## config.mk

```make
export PLATFORM = sky130hd
export DESIGN_NAME = divu_seq
export DESIGN_NICKNAME = d
export VERILOG_FILES = /design/src/rtl/divu_seq.sv
export SDC_FILE = /design/constraint.sdc
export NUM_CORES = 1
export LEC_CHECK = 0
export ABC_AREA = 0
export BUFFER_PORTS_ARGS = -buffer_cell sky130_fd_sc_hd__buf_2
export CAP_MARGIN = 25
export CORE_MARGIN = 2
export CORE_UTILIZATION = 55
export CTS_BUF_LIST = sky130_fd_sc_hd__clkbuf_8 sky130_fd_sc_hd__clkbuf_16
export DETAILED_ROUTE_END_ITERATION = 10
export GPL_TIMING_DRIVEN = 0
export PLACE_DENSITY = 0.83
export SLEW_MARGIN = 20
export SYNTH_ARGS = -nofsm -noshare
export SYNTH_HDL_FRONTEND = slang
export SYNTH_SLANG_ARGS = --single-unit
```

## constraint.sdc

```tcl
create_clock -name clk -period 6.61 [get_ports clk]
set_clock_uncertainty 0.05 [all_clocks]
set_input_delay 0.661 -clock clk [delete_from_list [all_inputs] [get_ports clk]]
set_output_delay 0.661 -clock clk [all_outputs]
set_load 0.03 [all_outputs]
```

## src/rtl/divu_seq.sv

```systemverilog
// Multi-cycle unsigned restoring divider: one trial subtraction per clock,
// 32 steps per operation; remainder feeds HI, quotient feeds LO.
module divu_seq #(
  parameter int         WIDTH = 32,
  parameter logic [5:0] DIVU  = 6'b011011
) (
  input  logic             clk,
  input  logic             rst,
  input  logic             start,
  input  logic [5:0]       Signal,
  input  logic [WIDTH-1:0] dataA,
  input  logic [WIDTH-1:0] dataB,
  output logic             busy,
  output logic             done,
  output logic [WIDTH-1:0] quotient,
  output logic [WIDTH-1:0] remainder,
  output logic             div_zero
);

  localparam int CW = $clog2(WIDTH) + 1;

  typedef enum logic [1:0] {IDLE, RUN, DONE} state_t;

  state_t               state_q, state_d;
  logic [CW-1:0]        count_q, count_d;
  logic [2*WIDTH-1:0]   rq_q, rq_d;
  logic [WIDTH-1:0]     d_q, d_d;
  logic                 dz_q, dz_d;
  logic [WIDTH-1:0]     quo_q, quo_d;
  logic [WIDTH-1:0]     rem_q, rem_d;
  logic                 divz_q, divz_d;

  logic                 launch;
  logic [WIDTH:0]       diff;
  logic [2*WIDTH-1:0]   rq_step;

  always_ff @(posedge clk or posedge rst) begin
    if (rst) begin
      state_q <= IDLE;
      count_q <= '0;
      rq_q    <= '0;
      d_q     <= '0;
      dz_q    <= 1'b0;
      quo_q   <= '0;
      rem_q   <= '0;
      divz_q  <= 1'b0;
    end else begin
      state_q <= state_d;
      count_q <= count_d;
      rq_q    <= rq_d;
      d_q     <= d_d;
      dz_q    <= dz_d;
      quo_q   <= quo_d;
      rem_q   <= rem_d;
      divz_q  <= divz_d;
    end
  end

  always_comb begin
    launch = start && (Signal == DIVU);
    // The bit shifted out of R takes part in the trial subtraction so that
    // divisors above 2^31 still divide correctly; a set carry never borrows.
    diff    = rq_q[2*WIDTH-1:WIDTH-1] - {1'b0, d_q};
    rq_step = diff[WIDTH] ? {rq_q[2*WIDTH-2:0], 1'b0}
                          : {diff[WIDTH-1:0], rq_q[WIDTH-2:0], 1'b1};

    state_d = state_q;
    count_d = count_q;
    rq_d    = rq_q;
    d_d     = d_q;
    dz_d    = dz_q;
    quo_d   = quo_q;
    rem_d   = rem_q;
    divz_d  = divz_q;

    case (state_q)
      IDLE, DONE: begin
        state_d = IDLE;
        if (launch) begin
          state_d = RUN;
          d_d     = dataB;
          rq_d    = {{WIDTH{1'b0}}, dataA};
          count_d = '0;
          dz_d    = (dataB == '0);
        end
      end
      RUN: begin
        rq_d    = rq_step;
        count_d = count_q + 1'b1;
        if (count_q == CW'(WIDTH - 1)) begin
          state_d = DONE;
          quo_d   = rq_step[WIDTH-1:0];
          rem_d   = rq_step[2*WIDTH-1:WIDTH];
          divz_d  = dz_q;
        end
      end
      default: state_d = IDLE;
    endcase
  end

  always_comb begin
    busy      = (state_q == RUN);
    done      = (state_q == DONE);
    quotient  = quo_q;
    remainder = rem_q;
    div_zero  = divz_q;
  end

endmodule

```

# Yosys cells after proc, flatten, opt, wreduce, memory -nomap -nowiden
# Cells that the tools add are included.
[totals]
ff_bits = 170
wordCells = 32
[classes]
eq_ne = 6
n_reduce_logical = 8
add_sub_neg = 2
muxes = 8
[ops]
columns = ["cell", "n"]
rows = [
  ["64-bit two-way mux", 2],
  ["64-bit case mux with 2 select lines", 1],
  ["33-bit by 32-bit subtractor with 33-bit output", 1],
  ["32-bit logical NOT", 1],
  ["6-bit by 5-bit equality test with 1-bit output, second input constant", 2],
  ["6-bit case mux with 2 select lines", 1],
  ["6-bit by 1-bit adder with 6-bit output, second input constant", 1],
  ["6-bit two-way mux", 1],
  ["2-bit AND reduction", 3],
  ["2-bit case mux with 2 select lines", 1],
  ["2-bit by 1-bit equality test with 1-bit output, second input constant", 1],
  ["2-bit equality test, second input constant", 1],
  ["2-bit logical NOT", 1],
  ["2-bit two-way mux", 1],
  ["2-bit by 1-bit != test with 1-bit output, second input constant", 1],
  ["2-bit != test, second input constant", 1],
  ["2-bit nonzero test", 1],
  ["2-bit OR reduction", 1],
  ["1-bit logical AND", 1],
  ["1-bit two-way mux", 1],
]

# Depth between registers and ports, before layout
[logic_depth]
ltp_word = 4
ltp_mapped = 15
ltp_nobuf = 13

# Worst setup path after synthesis
# OpenSTA, ideal clock, no wires.
[synth_path]
kind = "register to register"
startpoint = "reg rq_q[31]"
endpoint = "reg rem_q[2], in the netlist remainder[2]"
stages_incl_launch_ff = 16
slack_ps = 3278
arrival_time_ps = 3151
path_buffers = 2
required_time_ps = 6428
cell_sequence = "dfrtp_1 inv_1 ha_1 inv_1 fa_1 a21o_1 a221oi_2 o31a_1 o41a_2 nand3_1 a221o_2 xor2_2 buf_6 buf_6 mux2i_1 o21ai_1"
[synth_between]
elab_chain_len = 2
[synth_rtl]
columns = ["element", "line", "rtl"]
rows = [
  ["start: declaration", "26", "logic [2*WIDTH-1:0] rq_q, rq_d;"],
  ["start signal: assignment", "50", "rq_q <= rq_d;"],
  ["33-bit by 32-bit subtractor with 33-bit output", "63", "diff = rq_q[2*WIDTH-1:WIDTH-1] - {1'b0, d_q};"],
  ["64-bit two-way mux", "64", "rq_step = diff[WIDTH] ? {rq_q[2*WIDTH-2:0], 1'b0}"],
  ["end signal: assignment", "54", "rem_q <= rem_d;"],
  ["end: declaration", "30", "logic [WIDTH-1:0] rem_q, rem_d;"],
]
# No other way between the ends.
# A chain may end at the register's enable or synchronous reset.

# Final worst setup path
[layout_path]
startpoint = "reg rq_q[31]"
endpoint = "reg rem_q[6], in the netlist remainder[6]"
# The elaborated chain is that of the path after synthesis.

==> flow_summary.toml <==
[layout]
area_delta_synth_final_pct = 18.7
n_antenna_cell = 0
finalInstanceArea_mm2 = 0.0102
layout.nets = 1223
final_core_util_pct = 66.9
fin_cells = 1317
layout-drive-gt1-share_pct = 16.3

[global_routing]
grt_use_met1_pct = 38.8
antenna_found_initial = 0
grt_pass1_vias = 7272
use_met3_pct = 5.41
grt_max_degree = 108
gr-total-overflow = 0
grt.busiest_layer = "met2"
grt_pass1_wl_um = 35900
grt_util_all_layers_pct = 27.5
met2_usage_pct = 43.2

[sta]
hold_violations = 0
fin_ws_ns = 2.68
setup-tns-final_ns = 0
holdWs_ns = 0.199
maxSlewHeadroom_pct = 49.2
period_minus_slack_ns = 3.93
rsz0062_at_grt = "false"
fmax_mhz = 254
finalSetupViolCount = 0
report.final.slew_viol_count = 0
worstMarginPinSlew_ns = 0.743
min_period_over_period_pct = 59.5

[critical_path]
r2r-start = "rq_q[31]$_DFFE_PP0P_"
reg2reg_depth = 15
cp-end-kind = "flop"
required_ns = 6.86
ff2ff_setup_slack_ns = 2.68
cp_max_fo = 10
crit-reg2reg-capture = "remainder[6]$_DFFE_PP0P_"
critPathArrivalTime_ns = 4.18
startpoint_type = "flop"
crit_type = "reg2reg"

[floorplan]
die_h_um = 129
io_pins = 140
rows = 45
fp.coreArea_mm2 = 0.0152
start_util_pct = 56.3
die_width_um = 129
die-area_mm2 = 0.0166

[yosys]
ys_top_cells_by_area = "dfrtp_1 (50%), nand2_1 (8.6%), o21ai_0 (6.0%)"
ys.flop_type = "dfrtp_1"
synth-seq-cells = 170
synth.largest_area_cell = "dfrtp_1"
ys_seq_area_share_pct = 49.7
netlist_area_mm2 = 0.00856
synth_cell_type_count = 59
synth.avg_cell_area_um2 = 8.95
yosys_warnings = 0
syn_nets = 1064
yosys-top-cells-count = "nand2_1 (196), dfrtp_1 (170), o21ai_0 (103), nor2_1 (75), clkbuf_1 (45)"
syn-instance-count = 957
synth.top_cell.area_share_pct = 49.7
synth-edff-count = 0
async_flop_share_pct = 100
synth_most_common_cell = "nand2_1"

[place]
place.gp.congestion = 0.950
place_inst = 1285
placed_area_mm2 = 0.00953
dp_slack_ns = 2.75
port_buffers = 139
place_hpwl_um = 15800

[clock_tree]
path_clk_slew_ns = 0.07
cts.path.max_buffers = 2
cts_setup_buffers = 0
ctsResizeCount = 0
htree_levels = 4
cts_buffers = 17
hold_buffers = 0
cts.sinks = 170
tritoncts = "done"
cts_root_buffer = "clkbuf_16"
clkLatencyLatePin_ns = 0.43

[pwr]
intPower_mw = 2.83
power_switching_mw = 2.05
clock_power_share_pct = 22.1
total_power_mw = 4.88
combPwrFrac_pct = 43.0
p_per_area_mw_per_mm2 = 480
vdd_drop_max_mv = 0.308
power_frac_seq_pct = 34.9
p_leak_nw = 5.04
p_sw_share_pct = 42.1

[drt]
drt_iter0_markers = 527
drt_pass1_iterations = 5
wl_um = 21900
viasPerCell = 5.79
drcViolationCount = 0
post_drt_wl_per_cell_um = 16.7
vias = 7619
ant_nets = 0

[run]
drv_cap = 0

[min_path]
hp-class = "in2async"

[outcome]
outcome = "complete, no violations"
-- layout by cell type (no fill, tap or decap), types with 4 or more instances in the layout --
master	n
a211oi_1	4
a21o_1	12
a21oi_1	32
a31oi_1	9
and2_1	4
buf_1	4
buf_2	140
bufinv_16	4
clkbuf_1	45
clkbuf_16	17
dfrtp_1	170
ha_1	33
inv_1	41
inv_6	4
mux2i_1	28
nand2_1	196
nand2b_1	7
nand3_1	36
nand4_1	10
nor2_1	75
nor2b_1	7
nor4_1	8
o21ai_0	103
o21ai_1	25
o22ai_1	31
xnor2_1	18
xor2_1	10
-- cell type report --
type	instances	area, um2
plain buffers	53	219
clock buffers	17	425
clock inverters	15	211
fillers	1218	5040
inverters	41	161
multi-input cells	693	3930
flip-flops and latches	170	4250
well taps	188	235
repair buffers	140	723
-- metal layers --
metal / wire [um] / vias up
met5: 0 / -
met3: 1380 / 34
met4: 468 / 0
met1: 9800 / 3681
met2: 10300 / 280
li1: - / 3624
-- sequential cells by signal (all words and copies together), names as in the netlist --
name	cells
rq_q	64
dz_q	1
state_q	2
quotient	32
remainder	32
div_zero	1
count_q	6
d_q	32
-- kinds of logic after synthesis --
family / after synthesis / share of synthesized area [%]
AND/OR/NAND/NOR: 357 / 17.8
multiplexers: 29 / 3.41
adder cells (fa/ha/maj): 34 / 5.06
flip-flops: 170 / 49.7
buffers and inverters: 94 / 4.36
AO/OA/AOI/OAI: 244 / 16.6
XOR/XNOR: 29 / 3.05
-- worst max-delay path: stages, from the launching register on --
cell      delay (ns)
dfrtp_1         0.36
inv_1           0.09
ha_1            0.16
inv_1           0.05
fa_1            0.41
a21o_1          0.20
a221oi_2        0.39
o31a_1          0.31
o41a_2          0.22
nand3_1         0.09
a221o_2         0.42
xor2_2          0.20
buf_6           0.21
buf_6           0.20
mux2i_1         0.34
o21ai_1         0.10
-- power groups by stage --
stage                     combinational [mW]  clock [mW]  sequential (mW)
after floorplan                         1.20           0             2.02
after global placement                  2.02           0             1.69
after detailed placement                2.07           0             1.70
after CTS                               2.08        1.09             1.69
after global routing                    2.30        1.13             1.75
final                                   2.10        1.08             1.70
-- worst max-delay path by stage --
stage / slack, ns / start / endpoint
final: 2.68 / rq_q[31]$_DFFE_PP0P_ / remainder[6]$_DFFE_PP0P_
after global routing: 2.48 / rq_q[31]$_DFFE_PP0P_ / remainder[6]$_DFFE_PP0P_
after CTS: 2.70 / rq_q[31]$_DFFE_PP0P_ / remainder[6]$_DFFE_PP0P_
after detailed placement: 2.75 / rq_q[31]$_DFFE_PP0P_ / remainder[6]$_DFFE_PP0P_
after global placement: -0.47 / rst / quotient[1]$_DFFE_PP0P_
after floorplan: 1.30 / rst / count_q[0]$_DFFE_PP0P_
Note: power is estimated with default switching activity, not from simulation.
